===== src/rtl/fft4_stream.sv =====
// Streaming 4-point radix-2 forward FFT: load 4 samples, two registered
// butterfly stages, then unload 4 unscaled bins with valid/ready.
module fft4_stream #(
    parameter int DW = 16,
    parameter int OW = DW + 2
) (
    input  logic                 clk,
    input  logic                 reset,
    input  logic                 in_valid,
    output logic                 in_ready,
    input  logic signed [DW-1:0] x_real,
    input  logic signed [DW-1:0] x_imag,
    output logic                 out_valid,
    input  logic                 out_ready,
    output logic signed [OW-1:0] y_real,
    output logic signed [OW-1:0] y_imag,
    output logic [1:0]           y_index,
    output logic                 y_last
);

    typedef enum logic [1:0] {LOAD, BF1, BF2, OUT} state_t;

    state_t state, state_nx;

    logic [1:0] cnt;
    logic [1:0] idx;
    logic take;
    logic give;

    logic signed [DW-1:0] xr [4];
    logic signed [DW-1:0] xi [4];
    logic signed [DW:0]   ar, ai, br, bi, cr, ci, dr, di;
    logic signed [OW-1:0] yr [4];
    logic signed [OW-1:0] yi [4];

    function automatic logic signed [DW:0] sx1(input logic signed [DW-1:0] v);
        return {v[DW-1], v};
    endfunction

    function automatic logic signed [OW-1:0] sx2(input logic signed [DW:0] v);
        return {v[DW], v};
    endfunction

    assign in_ready  = (state == LOAD);
    assign out_valid = (state == OUT);
    assign take      = in_valid && in_ready;
    assign give      = out_valid && out_ready;

    // Bins are held in registers, so the mux output is stable under stall.
    assign y_real  = out_valid ? yr[idx] : '0;
    assign y_imag  = out_valid ? yi[idx] : '0;
    assign y_index = out_valid ? idx : 2'd0;
    assign y_last  = out_valid && (idx == 2'd3);

    always_comb begin
        state_nx = state;
        unique case (state)
            LOAD: if (take && cnt == 2'd3) state_nx = BF1;
            BF1:  state_nx = BF2;
            BF2:  state_nx = OUT;
            OUT:  if (give && idx == 2'd3) state_nx = LOAD;
            default: state_nx = LOAD;
        endcase
    end

    always_ff @(posedge clk) begin
        if (reset) begin
            state <= LOAD;
            cnt   <= 2'd0;
            idx   <= 2'd0;
            ar <= '0; ai <= '0; br <= '0; bi <= '0;
            cr <= '0; ci <= '0; dr <= '0; di <= '0;
            for (int n = 0; n < 4; n++) begin
                xr[n] <= '0;
                xi[n] <= '0;
                yr[n] <= '0;
                yi[n] <= '0;
            end
        end else begin
            state <= state_nx;
            if (take) begin
                xr[cnt] <= x_real;
                xi[cnt] <= x_imag;
                cnt     <= cnt + 2'd1;
            end
            if (state == BF1) begin
                ar <= sx1(xr[0]) + sx1(xr[2]);
                ai <= sx1(xi[0]) + sx1(xi[2]);
                br <= sx1(xr[0]) - sx1(xr[2]);
                bi <= sx1(xi[0]) - sx1(xi[2]);
                cr <= sx1(xr[1]) + sx1(xr[3]);
                ci <= sx1(xi[1]) + sx1(xi[3]);
                dr <= sx1(xr[1]) - sx1(xr[3]);
                di <= sx1(xi[1]) - sx1(xi[3]);
            end
            if (state == BF2) begin
                // X1 = b - j*d, X3 = b + j*d
                yr[0] <= sx2(ar) + sx2(cr);
                yi[0] <= sx2(ai) + sx2(ci);
                yr[2] <= sx2(ar) - sx2(cr);
                yi[2] <= sx2(ai) - sx2(ci);
                yr[1] <= sx2(br) + sx2(di);
                yi[1] <= sx2(bi) - sx2(dr);
                yr[3] <= sx2(br) - sx2(di);
                yi[3] <= sx2(bi) + sx2(dr);
                idx   <= 2'd0;
            end
            if (give) idx <= idx + 2'd1;
        end
    end

endmodule


===== config.mk =====
export PLATFORM = sky130hd
export DESIGN_NAME = fft4_stream
export DESIGN_NICKNAME = d
export VERILOG_FILES = /design/src/rtl/fft4_stream.sv
export SDC_FILE = /design/constraint.sdc
export NUM_CORES = 1
export LEC_CHECK = 0
export CORE_ASPECT_RATIO = 1.25
export CORE_MARGIN = 5
export CORE_UTILIZATION = 61
export DETAILED_ROUTE_END_ITERATION = 6
export PLACE_DENSITY = 0.82
export RECOVER_POWER = 50
export SETUP_SLACK_MARGIN = 0.2
export SLEW_MARGIN = 40
export SYNTH_ARGS = -nofsm -noshare
export SYNTH_HDL_FRONTEND = slang
export SYNTH_SLANG_ARGS = --single-unit

===== constraint.sdc =====
create_clock -name clk -period 3.85 [get_ports clk]
set_clock_uncertainty 0.05 [all_clocks]
set_input_delay 0.385 -clock clk [delete_from_list [all_inputs] [get_ports clk]]
set_output_delay 0.385 -clock clk [all_outputs]
set_load 0.03 [all_outputs]

Word-level counts from Yosys, hierarchy flattened

Memories as Yosys holds them, arrays and structs flattened. A register that Yosys moved wholly into a read port is not among the register bits.
Cells that the tools add are included.

Register bits: 142
Memory bits (writable): 272
Input port bits: 36
Output and inout bits: 41
Memories kept: 4

Memory list:

| memory | words | width | rd ports | clocked after Yosys merged registers in | wr ports | RTL line | source |
|---|---|---|---|---|---|---|---|
| yi     | 4     | 18    | 1        | 1                                       | 4        | 34       | `logic signed [OW-1:0] yi [4];` |
| yr     | 4     | 18    | 1        | 1                                       | 4        | 33       | `logic signed [OW-1:0] yr [4];` |
| xi     | 4     | 16    | 4        | 0                                       | 4        | 31       | `logic signed [DW-1:0] xi [4];` |
| xr     | 4     | 16    | 4        | 0                                       | 4        | 30       | `logic signed [DW-1:0] xr [4];` |

$add $sub $neg: 18
Eq/ne operators: 7
Muxes and demuxes: 34
Bitwise gates (word level): 8
Reduce and logical (&&, ||, !) cells: 10

Operator list:

| operator            | number |
|---|---|
| $mux 18             | 10 |
| $add 17x17->18      | 4 |
| $sub 17x17->18      | 4 |
| $add 16x16->17      | 4 |
| $sub 16x16->17      | 4 |
| $mux 16             | 2 |
| $reduce_or 16->1    | 2 |
| $mux 2              | 11 |
| $mux 1              | 10 |
| $eq 2x2->1 const B  | 4 |
| $or 1x1->1          | 8 |
| $pmux 2 s4          | 1 |
| $logic_and 1x1->1   | 5 |
| $add 2x1->2 const B | 2 |
| $ne 2x1->1 const B  | 2 |
| $eq 2x1->1 const B  | 1 |
| $logic_not 2->1     | 1 |
| $reduce_and 2->1    | 1 |
| $reduce_bool 2->1   | 1 |

Logic depth before layout (Yosys ltp)

Gate-level depths: netlist of run 1.

Depth after elaboration: 7
Gate-level depth with buffers: 12

Worst setup path after synthesis of run 1

OpenSTA, ideal clock, no wires.

Path type: reg2reg
From: register state[0]
To: memory xi[3][0], enable pin
Data arrival time: 3319 ps
Required time: 3334 ps
Setup slack: 16 ps
Stages on the path, launching flop included: 5
Cell sequence: dfxtp_1 > inv_1 > ha_1 > nand2_1 > o21ai_0

RTL lines:

| what                   | RTL line | source |
|---|---|---|
| from (decl)            | 23       | `state_t state, state_nx;` |
| from (signal assigned) | 80       | `state <= state_nx;` |
| to (decl)              | 31       |  |

==> results of run 1 <==
## cell type report
cell class / count / area, um2 / area share
clock inverter: 23 / 208 / 0.00682
clock buffer: 52 / 1170 / 0.0385
sequential: 408 / 10900 / 0.356
inverter: 251 / 942 / 0.0309
multi-input combinational: 2176 / 15600 / 0.512
tap: 578 / 723 / 0.0237
timing repair buffer: 101 / 957 / 0.0314
## synthesized netlist by cell type, types with 11 or more instances
| master | count |
|---|---|
| buf_2 | 15 |
| or3_1 | 30 |
| xor2_1 | 29 |
| nand4_1 | 13 |
| nor2b_1 | 55 |
| a21oi_1 | 205 |
| nand2_1 | 103 |
| o21ai_0 | 111 |
| clkbuf_1 | 114 |
| a21o_1 | 37 |
| mux2i_1 | 42 |
| nor4_1 | 27 |
| a311oi_1 | 17 |
| o21a_1 | 23 |
| a211oi_1 | 68 |
| nand3_1 | 50 |
| fa_1 | 16 |
| dfxtp_1 | 140 |
| edfxtp_1 | 268 |
| nand2b_1 | 40 |
| o21bai_1 | 46 |
| nor2_1 | 346 |
| buf_1 | 27 |
| o211ai_1 | 15 |
| and2_1 | 179 |
| xnor2_1 | 129 |
| ha_1 | 271 |
| mux4_2 | 34 |
| a31oi_1 | 31 |
| and3_1 | 11 |
| nor3_1 | 83 |
| inv_1 | 247 |
## power groups by stage
stage | logic (mW) | registers (mW) | clock network, mW
after floorplan | 7.24 | 5.87 | 0
after global placement | 9.77 | 6.16 | 0
after detailed placement | 9.80 | 6.21 | 0
after CTS | 9.86 | 6.12 | 4.19
after global routing | 10.9 | 6.20 | 4.36
final | 10.0 | 6.14 | 4.13
## layer usage
metal / wire [um] / vias up / track usage / part of all wire
li1: - / 10500 / - / -
met3: 5190 / 113 / 0.0457 / 0.066
met1: 35600 / 10500 / 0.448 / 0.46
met5: 13 / - / 0 / 0.00017
met4: 1850 / 2 / 0.0690 / 0.024
met2: 35500 / 755 / 0.479 / 0.45
## layout by cell type, fill, tap and decap left out, types with 11 or more instances in the layout
master,instances
buf_4,11
clkbuf_1,14
nor4_1,27
xor2_1,29
nand2_1,103
mux2i_1,42
or3_1,30
nor2_1,346
xnor2_1,129
o21a_1,23
nor2b_1,54
a21oi_1,205
edfxtp_1,268
a21o_1,37
nor3_1,83
and2_1,100
o211ai_1,15
a31oi_1,31
mux4_2,34
o21ai_0,111
and3_1,11
clkbuf_16,45
ha_1,271
nand4_1,13
a211oi_1,69
inv_1,248
o21bai_1,46
clkdlybuf4s50_1,75
and2_0,79
dfxtp_1,139
nand2b_1,40
fa_1,16
nand3_1,50
a311oi_1,17
## worst paths after layout
path / to / slack (ps) / cells after the start
setup / recovery: yr[0][14]$_SDFFCE_PN0P_ / 420 / 7
hold / removal: cnt[0]$_SDFFE_PP0P_ / 140 / 2
setup reg to reg: yr[0][14]$_SDFFCE_PN0P_ / 420 / 7
hold reg to reg: ai[15]$_SDFFE_PP0N_ / 450 / 2
## through the flow
stage	hold slack (ps)	cell area (um2)	utilization	instances	power [mW]
2_1_floorplan	401	28000	-	2995	13.1
3_3_place_gp	423	29200	0.644	3514	15.9
3_5_place_dp	437	29200	0.644	3514	16.0
4_1_cts	104	30600	0.675	3589	20.2
5_1_grt	151	30500	0.673	3589	21.5
6_report	140	30500	0.673	3589	20.3
## sequential cells by signal, summed over array words and instances, names as in the netlist, 16 cells and up, named ones only
register  flops
br           17
dr           16
yr           70
xi           64
xr           64
ai           16
ar           16
cr           17
di           16
yi           70
bi           17
ci           17
## critical path, cell delays in order, from the launching register on
cell and delay [ps]:
dfxtp_1 390, inv_1 110, ha_1 350, nand2_1 1150
clkbuf_2 710, nor4_1 100, o21ai_0 120, o221ai_1 150
## cell families after synthesis
logic type / count (synthesis) / synth area share
AO/OA/AOI/OAI: 679 / 0.159
XOR/XNOR: 158 / 0.0494
AND/OR/NAND/NOR: 976 / 0.174
adder cells (fa/ha/maj): 287 / 0.132
multiplexers: 76 / 0.0423
flip-flops: 408 / 0.387
buffers and inverters: 411 / 0.0562
==> key figures, run 1 <==
Clocking
  – Worst-Skew Late Latency: 580 ps
  – Post_cts resized: 0
  – Clock sink total: 408
  – CTS tree: done
  – Hold_buf cts: 0
  – Longest Clk Path Bufs: 3
  – Postcts setup bufs: 0
  – TritonCTS buffer count: 41
  – CTS root buf: clkbuf_16
  – Worst-path clk slew: 60 ps
  – H-tree depth: 2

Cells and area
  – Syn-to-layout area delta: 8.68%
  – Layout cell share with drive strength beyond 1: 0.0478
  – Layout Nets: 3302
  – # diodes: 0
  – Fillers: 3701

Floorplanning
  – Cell Rows: 87
  – Die ar.: 50400 um2
  – Die H: 250 um
  – Die X: 202 um
  – Initial core utilization: 0.619
  – Core area: 45300 um2
  – I/O pin cnt: 77

Timing
  – Unrepaired setup endpoints after global routing: false
  – Worst Tran Pin Value: 1900 ps
  – Worst rel slew slack: -0.268
  – FMAX: 292 MHz
  – Final setup viols: 0
  – Final setup margin: 423 ps
  – Period utilization: 0.890
  – Max Transition Viols Final: 205
  – Period minus WS final: 3430 ps
  – Final setup TNS: 0 ps
  – Final hold violation count: 0

Setup path
  – Reg2reg start: state[0]$_SDFFE_PP0P_
  – Startpoint types: flop
  – Crit Path Max Fanout: 33
  – Crit. Startpoint: state[0]$_SDFFE_PP0P_
  – Worst Path Arrival: 3660 ps
  – Setup CP Type: reg2reg
  – Crit. End Element: flop
  – Data required, critical path: 4080 ps

Power and ir drop
  – Clock share of power: 0.203
  – Pint: 11.6 mW
  – Leakage Power: 12.2 nW
  – Seq pwr share: 0.303
  – VDD IR max: 0.467 mV
  – PD cells: 666 nW/um2
  – Gate power share: 0.494
  – P_sw: 8.71 mW
  – Sw Ratio: 0.429

Synth
  – Async SR Flop Fraction: 0
  – Seq cells post-synth: 408
  – Synth warn: 0
  – Netlist cell types: 86
  – Top post-synthesis cells by area: edfxtp_1 (29%), ha_1 (12%), dfxtp_1 (10%), nor2_1 (4.6%), xnor2_1 (4.0%)
  – Syn Inst Count: 2995
  – Top-area cell type share of the netlist area: 0.287
  – Ys flop type: edfxtp_1
  – Post-synth EDFFs: 268
  – Register area share after synthesis: 0.387
  – Syn Area/Cell: 9.36 um2
  – Mapped Area: 28000 um2
  – Area leader, netlist: edfxtp_1
  – Post-synth net total: 3318

Drt
  – Via density: 6.12
  – Final WL: 78100 um
  – Vias: 22000
  – Drt first pass iters: 5
  – Antenna viol nets, final: 0
  – Residual DRC: 0
  – DRT iter0 DRCs: 1887
  – Wire per inst: 21.8 um

Global route
  – Largest net degree at the start of global routing: 189
  – Initial antenna violation count: 1
  – Global-route wire length before repair: 122000 um
  – Vias in the first global route: 21000
  – Grt ovf: 0
  – Total GRT Usage: 0.304

Placement
  – DP Wirelength: 60800 um
  – IO Port Bufs: 76
  – Final Wtd Congestion: 0.970
  – Setup Slack @ Placement: 710 ps

Run status
  – Status: complete, but fails checks
  – Violated checks: max-capacitance violations, max-slew violations

Flow run
  – Max_cap viols: 6

Hold path
  – Hold path startpoint: reset
  – Min-Delay Path Class: in2reg
(Power assumes the default switching activity.)
==> run 2, diff against run 1 <==
- GPL_TIMING_DRIVEN: not set -> 0
==> key figures, run 2 (same netlist as run 1, synthesis figures left out) <==
Floorplanning
  – Initial core utilization: 0.619
  – Die X: 202 um
  – Cell Rows: 87
  – Core area: 45300 um2
  – I/O pin cnt: 77
  – Die ar.: 50400 um2
  – Die H: 250 um

Global route
  – Largest net degree at the start of global routing: 48
  – Vias in the first global route: 22600
  – Total GRT Usage: 0.335
  – Initial antenna violation count: 0
  – Global-route wire length before repair: 131000 um
  – Grt ovf: 0

Run status
  – Violated checks: design-rule violations
  – Status: complete, but fails checks

Setup path
  – Worst Path Arrival: 3790 ps
  – Data required, critical path: 4030 ps
  – Crit Path Max Fanout: 17
  – Setup CP Type: in2reg
  – Crit. End Element: flop
  – Startpoint types: input port

Placement
  – IO Port Bufs: 75
  – DP Wirelength: 69000 um
  – Final Wtd Congestion: 1.02

Cells and area
  – Largest regs: yi x70, yr x70
  – Final Core Density: 0.683
  – Syn-to-layout area delta: 10.3%
  – Layout Nets: 3440
  – Commonest non-fill, non-tap cell in the layout: nor2_1
  – # diodes: 0
  – Layout cell share with drive strength beyond 1: 0.0476
  – Fillers: 3609
  – Most frequent cells in the layout: nor2_1 (346), ha_1 (271), edfxtp_1 (268), inv_1 (248), a21oi_1 (205)

Clocking
  – Clock sink total: 408
  – CTS root buf: clkbuf_16
  – Postcts setup bufs: 0
  – Hold_buf cts: 0
  – H-tree depth: 2
  – TritonCTS buffer count: 40
  – Worst-Skew Late Latency: 590 ps
  – Longest Clk Path Bufs: 3
  – Worst-path clk slew: 60 ps
  – CTS tree: done

Timing
  – Unrepaired setup endpoints after global routing: false
  – Period minus WS final: 3610 ps
  – Worst Tran Pin Value: 996 ps
  – FMAX: 277 MHz
  – Final setup viols: 0
  – Period utilization: 0.938
  – Max Transition Viols Final: 0
  – Hold WS: 443 ps
  – Final hold violation count: 0
  – Worst rel slew slack: 0.335

Drt
  – Wire per inst: 23.1 um
  – DRT iter0 DRCs: 1906
  – Final WL: 86100 um
  – Vias: 22900
  – Residual DRC: 1
  – Antenna viol nets, final: 0
  – Drt first pass iters: 7
  – Via density: 6.16

Hold path
  – Min-Delay Path Class: reg2reg

Power and ir drop
  – Total Power: 20.2 mW
  – PD cells: 655 nW/um2
  – VDD IR max: 0.426 mV
  – Leakage Power: 12.3 nW

Flow run
  – Max_cap viols: 0
==> run 2: timing repair <==
item	CTS	global route
gates cloned	0	0
setup endpoints to repair	28	1
resized for setup	1	1
==> run 2: critical path: stages <==
cell	delay (ps)
clkbuf_1	500
clkinv_1	720
clkbuf_1	540
o21ai_0	310
clkbuf_1	760
clkbuf_2	540
==> run 2: path summary, 6_finish.rpt <==
check / to / cells after the start / from / slack, ps
worst max-delay path: xr[3][5]$_DFFE_PP_ / 6 / reset / 240
worst min-delay path: ai[15]$_SDFFE_PP0N_ / 2 / ai[15]$_SDFFE_PP0N_ / 440
worst max register to register: dr[15]$_SDFFE_PP0N_ / 7 / state[1]$_SDFFE_PP0P_ / 490
worst min register to register: ai[15]$_SDFFE_PP0N_ / 2 / ai[15]$_SDFFE_PP0N_ / 440
==> run 2: cell type report <==
class                           count  area (um2)  area share
Clock buffer                       56        1130      0.0366
Inverter                          251         942      0.0305
Clock inverter                     17         214     0.00692
Tap cell                          578         723      0.0234
Sequential cell                   408       10900       0.351
Timing Repair Buffer               80         820      0.0265
Buffer                            160         639      0.0207
Multi-Input combinational cell   2176       15600       0.505
==> run 2: metal layers <==
metal | track usage | vias up | part of all wire
li1 | - | 10800 | -
met1 | 0.436 | 11000 | 0.41
met2 | 0.560 | 910 | 0.47
met3 | 0.0506 | 211 | 0.072
met4 | 0.142 | 0 | 0.051
met5 | 0 | - | 0
==> run 2: where the power goes <==
group / internal, mW / total, mW / switching, mW
logic: 3.77 / 10.0 / 6.24
clock network: 2.34 / 4.09 / 1.75
registers: 5.43 / 6.14 / 0.716
==> run 2: per-stage QoR <==
stage | cell area [um2] | cells | TNS [ps] | worst slack (ps)
4_1_cts | 31000 | 3726 | 0 | 277
3_5_place_dp | 29600 | 3653 | 0 | 31.3
2_1_floorplan | 28000 | 2995 | 0 | 383
6_report | 30900 | 3726 | 0 | 238
3_3_place_gp | 29500 | 3648 | -161600 | -1070
5_1_grt | 30900 | 3726 | 0 | 183
==> run 3, diff against run 2 <==
--- a/config.mk
+++ b/config.mk
@@ -7,3 +7,2 @@
 export LEC_CHECK = 0
-export CORE_ASPECT_RATIO = 1.25
 export CORE_MARGIN = 5
@@ -12,2 +11,3 @@
 export GPL_TIMING_DRIVEN = 0
+export MAX_ROUTING_LAYER = met4
 export PLACE_DENSITY = 0.82
==> constraint.sdc (replaced) <==
create_clock -name clk -period 3.85 [get_ports clk]
set_clock_uncertainty 0.05 [all_clocks]
set_input_delay 0.77 -clock clk [delete_from_list [all_inputs] [get_ports clk]]
set_output_delay 0.77 -clock clk [all_outputs]
set_load 0.03 [all_outputs]
==> key figures, run 3 (same netlist as run 1, synthesis figures left out) <==
Global route
  – Initial antenna violation count: 3
  – Grt ovf: 0
  – Vias in the first global route: 22400
  – Global-route wire length before repair: 131000 um
  – Largest net degree at the start of global routing: 47
  – Total GRT Usage: 0.344

Floorplanning
  – Die ar.: 50300 um2
  – I/O pin cnt: 77
  – Die X: 224 um
  – Initial core utilization: 0.618
  – Cell Rows: 78
  – Core area: 45400 um2
  – Die H: 224 um

Clocking
  – CTS root buf: clkbuf_16
  – TritonCTS buffer count: 43
  – Longest Clk Path Bufs: 3
  – H-tree depth: 2
  – Worst-Skew Late Latency: 590 ps
  – Hold_buf cts: 0
  – Worst-path clk slew: 60 ps
  – Clock sink total: 408
  – CTS tree: done
  – Postcts setup bufs: 0

Timing
  – FMAX: 269 MHz
  – Unrepaired setup endpoints after global routing: false
  – Period utilization: 0.966
  – Period minus WS final: 3720 ps
  – Max Transition Viols Final: 7
  – Worst rel slew slack: -0.0110
  – Worst Tran Pin Value: 1510 ps
  – Final setup viols: 0
  – Final hold violation count: 0

Cells and area
  – Layout Nets: 3444
  – Fillers: 3586
  – Layout cell share with drive strength beyond 1: 0.0520
  – Syn-to-layout area delta: 10.7%
  – Final Instance Area: 31000 um2
  – Commonest non-fill, non-tap cell in the layout: nor2_1
  – Largest regs: yi x70, yr x70
  – Most frequent cells in the layout: nor2_1 (346), ha_1 (270), edfxtp_1 (268), inv_1 (247), a21oi_1 (205)

Setup path
  – Data required, critical path: 4000 ps
  – Worst Path Arrival: 3870 ps
  – Crit Path Max Fanout: 32
  – Setup CP Type: in2reg
  – Crit. End Element: flop
  – Startpoint types: input port

Drt
  – DRT iter0 DRCs: 2371
  – Residual DRC: 0
  – Final WL: 85600 um
  – Vias: 23200
  – Wire per inst: 22.8 um
  – Via density: 6.18
  – Antenna viol nets, final: 0
  – Drt first pass iters: 6

Placement
  – DP Wirelength: 68500 um
  – IO Port Bufs: 75
  – Placed instance area: 29700 um2
  – Final Wtd Congestion: 1.02

Power and ir drop
  – Leakage Power: 12.4 nW
  – Total Power: 20.5 mW
  – VDD IR max: 0.488 mV
  – PD cells: 662 nW/um2

Run status
  – Violated checks: max-capacitance violations, max-slew violations
  – Status: complete, but fails checks

Flow run
  – Max_cap viols: 1

Hold path
  – Min-Delay Path Class: reg2reg
-- run 3: metrics by stage --
| stage | TNS, ps | std cells | util | hold WS [ps] | setup WS, ps |
|---|---|---|---|---|---|
| after floorplan | 0 | 2995 | - | 401 | 690 |
| after CTS | 0 | 3754 | 0.685 | 449 | 205 |
| after global routing | 0 | 3758 | 0.684 | 476 | 151 |
| final | 0 | 3758 | 0.684 | 447 | 131 |
| after global placement | -123710 | 3670 | 0.651 | 432 | -634 |
| after detailed placement | -10870 | 3675 | 0.654 | 442 | -311 |
-- run 3: what timing repair did --
action / CTS / global route
endpoints found under the setup margin: 36 / 25
hold endpoints to repair: 0 / 0
gates resized for setup: 13 / 7
-- run 3: critical path, stage by stage --
cell,delay (ps)
clkbuf_1,320
clkinvlp_4,410
nand3_1,170
nor3b_1,1220
or2_2,950
-- run 3: layer usage --
layer  vias to the layer above  share of wire  global-route usage
met5                         -              0                   -
met4                         0          0.038               0.109
li1                      10800              -                   -
met2                      1094           0.45               0.534
met1                     11100           0.42               0.472
met3                       199          0.092              0.0525
-- run 3: worst paths after layout --
kind | startpoint | to | slack, ps | cells after the start
setup / recovery | reset | xi[2][7]$_SDFFCE_PN0P_ | 130 | 5
hold / removal | ai[15]$_SDFFE_PP0N_ | ai[15]$_SDFFE_PP0N_ | 450 | 2
setup reg to reg | state[0]$_SDFFE_PP0P_ | xi[2][7]$_SDFFCE_PN0P_ | 180 | 5
hold reg to reg | ai[15]$_SDFFE_PP0N_ | ai[15]$_SDFFE_PP0N_ | 450 | 2
-- run 3: layout make-up --
type	instances	area (um2)	share of cell area
inverter	251	946	0.0305
sequential	408	10900	0.350
antenna	3	7.51	0.000242
timing repair buffer	81	843	0.0272
multi-input combinational	2176	15600	0.502
clock buffer	62	1230	0.0398
buffer	160	664	0.0214
tap	600	751	0.0242
clock inverter	17	161	0.00520
-- run 3: power breakdown --
group / internal, mW / total [mW] / switching [mW]
Clock: 2.38 / 4.15 / 1.77
Combinational: 3.78 / 10.2 / 6.45
Sequential: 5.43 / 6.16 / 0.733
